## config.mk

```make
export PLATFORM = sky130hd
export DESIGN_NAME = pipelined_rca_adder
export DESIGN_NICKNAME = d
export VERILOG_FILES = /design/src/rtl/pipelined_rca_adder.sv
export SDC_FILE = /design/constraint.sdc
export NUM_CORES = 1
export LEC_CHECK = 0
export CORE_UTILIZATION = 30
export DETAILED_ROUTE_END_ITERATION = 7
export PLACE_DENSITY = 0.48
export SLEW_MARGIN = 15
export SYNTH_ARGS = -nofsm -noshare
export SYNTH_HDL_FRONTEND = slang
export SYNTH_SLANG_ARGS = --single-unit
```

## constraint.sdc

```tcl
create_clock -name clk -period 7.9 [get_ports clk]
set_input_delay 1.975 -clock clk [delete_from_list [all_inputs] [get_ports clk]]
set_output_delay 1.975 -clock clk [all_outputs]
set_load 0.02 [all_outputs]
```

## src/rtl/pipelined_rca_adder.sv

```systemverilog
// Pipelined ripple-carry adder: STAGES registered SEG-bit carry segments
// behind a valid/ready handshake; optional ovf output under PRA_OVF_EN.
//
// Ports:
//   clk, rst            clock, async active-high reset
//   in_valid/in_ready   operand handshake (in_ready = pipeline advance)
//   a, b, c_in          operands and carry into bit 0
//   out_valid/out_ready result handshake
//   sum, c_out          registered result and carry out of bit WIDTH-1
//   ovf                 signed overflow (only with PRA_OVF_EN)
module pipelined_rca_adder #(
   parameter int WIDTH  = 16,
   parameter int STAGES = 4
) (
   input  logic             clk,
   input  logic             rst,
   input  logic             in_valid,
   output logic             in_ready,
   input  logic [WIDTH-1:0] a,
   input  logic [WIDTH-1:0] b,
   input  logic             c_in,
   output logic             out_valid,
   input  logic             out_ready,
   output logic [WIDTH-1:0] sum,
   output logic             c_out
`ifdef PRA_OVF_EN
   ,
   output logic             ovf
`endif
);

   localparam int SEG = WIDTH / STAGES;

   logic adv;

   // Whole pipeline moves together; a stalled output freezes every stage.
   assign adv      = !out_valid || out_ready;
   assign in_ready = adv;

   function automatic logic [SEG:0] rca(
      input logic [SEG-1:0] x,
      input logic [SEG-1:0] y,
      input logic           ci
   );
      logic [SEG:0] r;
      logic         c;
      r = '0;
      c = ci;
      for (int i = 0; i < SEG; i++) begin
         r[i] = x[i] ^ y[i] ^ c;
         c    = (x[i] & y[i]) | (c & (x[i] ^ y[i]));
      end
      r[SEG] = c;
      return r;
   endfunction

   for (genvar k = 0; k < STAGES; k++) begin : g_st
      localparam int LO = k * SEG;
      localparam int HI = LO + SEG;

      logic           v_d;
      logic           ci;
      logic [SEG-1:0] x;
      logic [SEG-1:0] y;
      logic [SEG:0]   res;
      logic [HI-1:0]  s_d;
      logic           v_q;
      logic           c_q;
      logic [HI-1:0]  s_q;

      if (k == 0) begin : g_src
         assign v_d = in_valid;
         assign ci  = c_in;
         assign x   = a[SEG-1:0];
         assign y   = b[SEG-1:0];
         assign s_d = res[SEG-1:0];
      end else begin : g_src
         assign v_d = g_st[k-1].v_q;
         assign ci  = g_st[k-1].c_q;
         assign x   = g_st[k-1].g_rem.ar_q[SEG-1:0];
         assign y   = g_st[k-1].g_rem.br_q[SEG-1:0];
         assign s_d = {res[SEG-1:0], g_st[k-1].s_q};
      end

      assign res = rca(x, y, ci);

      always_ff @(posedge clk or posedge rst) begin
         if (rst) begin
            v_q <= 1'b0;
            c_q <= 1'b0;
            s_q <= '0;
         end else if (adv) begin
            v_q <= v_d;
            c_q <= res[SEG];
            s_q <= s_d;
         end
      end

      // Operand bits not yet added ride along; the last stage has none.
      if (HI < WIDTH) begin : g_rem
         localparam int RW = WIDTH - HI;

         logic [RW-1:0] ar_d;
         logic [RW-1:0] br_d;
         logic [RW-1:0] ar_q;
         logic [RW-1:0] br_q;

         if (k == 0) begin : g_fwd
            assign ar_d = a[WIDTH-1:HI];
            assign br_d = b[WIDTH-1:HI];
         end else begin : g_fwd
            assign ar_d = g_st[k-1].g_rem.ar_q[RW+SEG-1:SEG];
            assign br_d = g_st[k-1].g_rem.br_q[RW+SEG-1:SEG];
         end

         always_ff @(posedge clk or posedge rst) begin
            if (rst) begin
               ar_q <= '0;
               br_q <= '0;
            end else if (adv) begin
               ar_q <= ar_d;
               br_q <= br_d;
            end
         end
      end
   end

   assign out_valid = g_st[STAGES-1].v_q;
   assign sum       = g_st[STAGES-1].s_q;
   assign c_out     = g_st[STAGES-1].c_q;

`ifdef PRA_OVF_EN
   // Operand MSBs reach the last stage as its top segment bits.
   logic ovf_d;
   logic ovf_q;

   assign ovf_d =
      (g_st[STAGES-1].x[SEG-1] == g_st[STAGES-1].y[SEG-1]) &&
      (g_st[STAGES-1].res[SEG-1] != g_st[STAGES-1].x[SEG-1]);

   always_ff @(posedge clk or posedge rst) begin
      if (rst) begin
         ovf_q <= 1'b0;
      end else if (adv) begin
         ovf_q <= ovf_d;
      end
   end

   assign ovf = ovf_q;
`endif

endmodule
```

==> results <==
- The run finished with clean final reports.
- The number of iterations in the first detailed-routing pass is 4.
- The register clock-pin slew on the reported worst setup and hold paths is 0.06 ns.
- The global-route congestion overflow total is 0.
- Yosys printed 0 warnings.
- The final-stage net count is about 370.
- The worst min-delay path category is reg -> reg.
- The number of gates resized after CTS is 0.
- Clock tree synthesis found a total of between 90 and 100 sinks.
- The count of buffers added on input and output ports is 55.
- The clock arrives with 0.00603 ns of skew.
- Setup repair after global routing left no endpoint under its margin.
- The maximum fanout along the worst path is 18.
- The setup path with the least slack is of type in -> out.
- For the final routed database, the setup TNS stands at 0 ns.
- The number of global-route vias before repair is ~2,400.
- At the end of the flow the core is filled with cells to 38.3%.
- Across all layers, the routed design uses ~2,100 vias.
- The leakage component of the power is roughly 2.2 nW.
- The number of maximum-capacitance violations is 0.
- The clock tree synthesis step divided the H-tree into 3 levels.
- In this run the clock root is driven by a clkbuf_16.
- The die height is ~120 microns.
- The total clock buffers created by CTS is 9.
- Of all flip-flops after synthesis, the portion carrying an async set or reset was 100%.
- The number of instances in the placed design is 480.
- In this run, the number of DRC markers left after iteration 0 of detailed routing was between 70 and 80.
- The pin count of the biggest net entering global routing is 81.
- After synthesis, the netlist uses 12 different library cells.
- The first-pass GRT wire length is about 12,000 microns.
- The synthesized area per cell is around 16 sq um.
- The share of total power consumed by net switching is between 20 and 30%.
- After synthesis, the most frequently instantiated cells are dfrtp_1 (96), mux2_2 (68), inv_1 (29).
- The net switching power of the design is about 0.57 mW.
- At the pin with the least slew margin, the transition time is approximately 1.1 ns.
- The share of total power dissipated in sequential elements is 42.5%.
- The number of nets with antenna violations after routing is 0.
- Using the TritonRoute via totals, the vias-per-cell ratio works out to 4.24.
- In the global route stage, overall resource usage came out at 10.7%.
- The post-CTS repair timing setup buffer count is 0.
- The combinational cell fraction of total power is 35.3%.
- The synthesized design contains 0 enable-type register cells.
- The number of rows in the core area is 42.
- The net count after synthesis is approximately 310.
- The post-detailed-routing wire length is 6550 microns.
- The post-route netlist has 32.2% of its cells at a drive strength greater than 1.
- The total setup violations reported at the end of the flow is 0.
- In this run, synthesis produced a sequential element count of between 90 and 100.
- Power spread over the standard cell area amounts to 382 nW/um^2.
- The HPWL after detailed placement is around 4300 microns.
- The synthesis-to-finish area growth is 24.4%.
- The synthesized cell area is between 4000 and 5000 sq um.
- The total area inside the core boundary comes to roughly 13,000 sq um.
- The number of hold buffers added after CTS was 0.
- The congestion estimate from routability-driven global placement came to around 0.64.
- The worst endpoint required time is 5.93 ns.
- The maximum clock path buffer count is 2.
- TritonCTS built the clock tree.
- The worst setup path is captured at a primary output.
- The clock period could shrink to ~5.8 ns.
- The most instantiated flip-flop cell in the synthesis netlist is dfrtp_1.
- The worst-case headroom to the max-slew limit is 27.3%.
- For this configuration, the core starts out at a cell density of 30.8%.
- The final cell count without fillers is slightly below 500.
- The die span in x is 119 microns.
- Derived from the worst setup path, the maximum achievable clock frequency is 0.174 GHz.
- The setup check on the worst reg-to-reg path leaves a slack of 5.58 ns.
- VDD sags by at most around 120 uV.
- The cell count after synthesis is ~260.
- The share of synthesized area in the top cell type comes to about 59%.
- The portion of the clock cycle consumed by the worst path in the final layout is between 70% and 80%.
- The max-slew violation count was 0.
- The cell taking the most area after synthesis is dfrtp_1.
- In the routed design, unresolved DRC markers number 0.
- The kind of start point of the critical path is an input port.
- The critical path arrival is 3.78 ns.
- The clock reaches the later pin of the worst-skew pair after 0.34 ns.
- Sorting the synthesized cells by area gives the leading types as dfrtp_1 (59%), mux2_2 (19%), fa_1 (7.8%).
- The cell internal power dissipation is 1.36 mW.
- The routed wire length per instance is 13.2 microns.
- The boundary pin count is 56.
- By instance count, the leading cell after synthesis is dfrtp_1.
- The part of the Yosys area used for sequential elements is about 59%.
- The final hold violation count is 0.
- The overall die area is between 10,000 and 15,000 sq um.
- Of the total power, the clock network draws between 20 and 25%.
- The initial antenna violation count is 0.
- The diode insertion count for antenna repair is 0.
==> power groups by stage <==
stage / Clock [mW] / Combinational, mW / Sequential (mW)
global route: 0.468 / 0.764 / 0.857
floorplan: 0 / 0.454 / 0.860
detailed placement: 0 / 0.702 / 0.839
finish: 0.430 / 0.684 / 0.824
global placement: 0 / 0.691 / 0.831
CTS: 0.448 / 0.706 / 0.830
==> worst max-delay path, cell delays in order <==
cell and delay [ns]:
clkdlybuf4s50_1 0.75, nand2b_4 0.39, clkdlybuf4s50_1 0.66
==> through the flow <==
step	total power, mW	area, sq um	setup WS, ns	hold slack (ns)
4_1_cts	1.98	5080	2.12	0.476
3_5_place_dp	1.54	4770	2.12	0.463
6_report	1.94	5080	2.14	0.475
5_1_grt	2.09	5080	2.06	0.513
2_1_floorplan	1.31	4080	3.17	0.430
3_3_place_gp	1.52	4770	2.16	0.458
==> worst paths after layout <==
path                                    startpoint                           endpoint  cells after the start
max                                      out_ready                           in_ready                      3
min                        g_st[2].v_q$_DFFE_PP0P_              out_valid$_DFFE_PP0P_                      1
max reg2reg                  out_valid$_DFFE_PP0P_  g_st[0].g_rem.ar_q[3]$_DFFE_PP0P_                      3
min reg2reg                g_st[2].v_q$_DFFE_PP0P_              out_valid$_DFFE_PP0P_                      1
max in group asynchronous                      rst            g_st[2].v_q$_DFFE_PP0P_                      3
min in group asynchronous                      rst         g_st[1].s_q[2]$_DFFE_PP0P_                      2
==> cell usage in the layout, fill, tap and decap left out <==
cell type	netlist	final
clkdlybuf4s50_1	0	55
mux2i_1	3	3
clkinv_2	0	2
nand2b_4	1	1
inv_1	29	28
a21oi_1	9	9
inv_4	0	1
fa_1	16	16
clkbuf_16	0	9
nand2b_1	1	1
mux2_2	68	68
nor3b_1	9	9
mux2_4	15	15
clkbuf_8	0	5
buf_4	0	2
dfrtp_1	96	96
==> registers in the layout, summed over array words and instances, names as in the netlist <==
| register | flops |
|---|---|
| c_out | 1 |
| g_st.g_rem.br_q | 24 |
| out_valid | 1 |
| g_st.c_q | 3 |
| sum | 16 |
| g_st.g_rem.ar_q | 24 |
| g_st.s_q | 24 |
| g_st.v_q | 3 |
==> kinds of logic (layout without fill, tap and decap cells) <==
group | Yosys count | after routing | share of synthesized area, %
buffers and inverters | 41 | 102 | 5.06
adders and majority gates | 16 | 16 | 7.85
muxes | 86 | 86 | 25.0
AOI/OAI and AO/OA | 9 | 9 | 1.10
and+or+nand+nor | 11 | 11 | 2.15
DFF | 96 | 96 | 58.8
==> cell type report <==
cell class	instances	area, sq um
Clock buffer	14	294
Clock inverter	2	10.0
Fill cell	1269	8170
Inverter	29	111
Multi-Input combinational cell	122	1470
Sequential cell	96	2400
Tap cell	176	220
Timing Repair Buffer	57	566
==> metal layers <==
layer / global-route usage [%] / share of wire (%) / up-vias / routed length [microns]
met3: 4.78 / 5.6 / 7 / 370
met2: 17.1 / 49 / 38 / 3190
met5: 0 / 0 / - / 0
li1: - / - / 971 / -
met4: 4.03 / 1.4 / 0 / 93
met1: 12.6 / 44 / 1089 / 2900
Note: power is estimated with default switching activity, not from simulation.
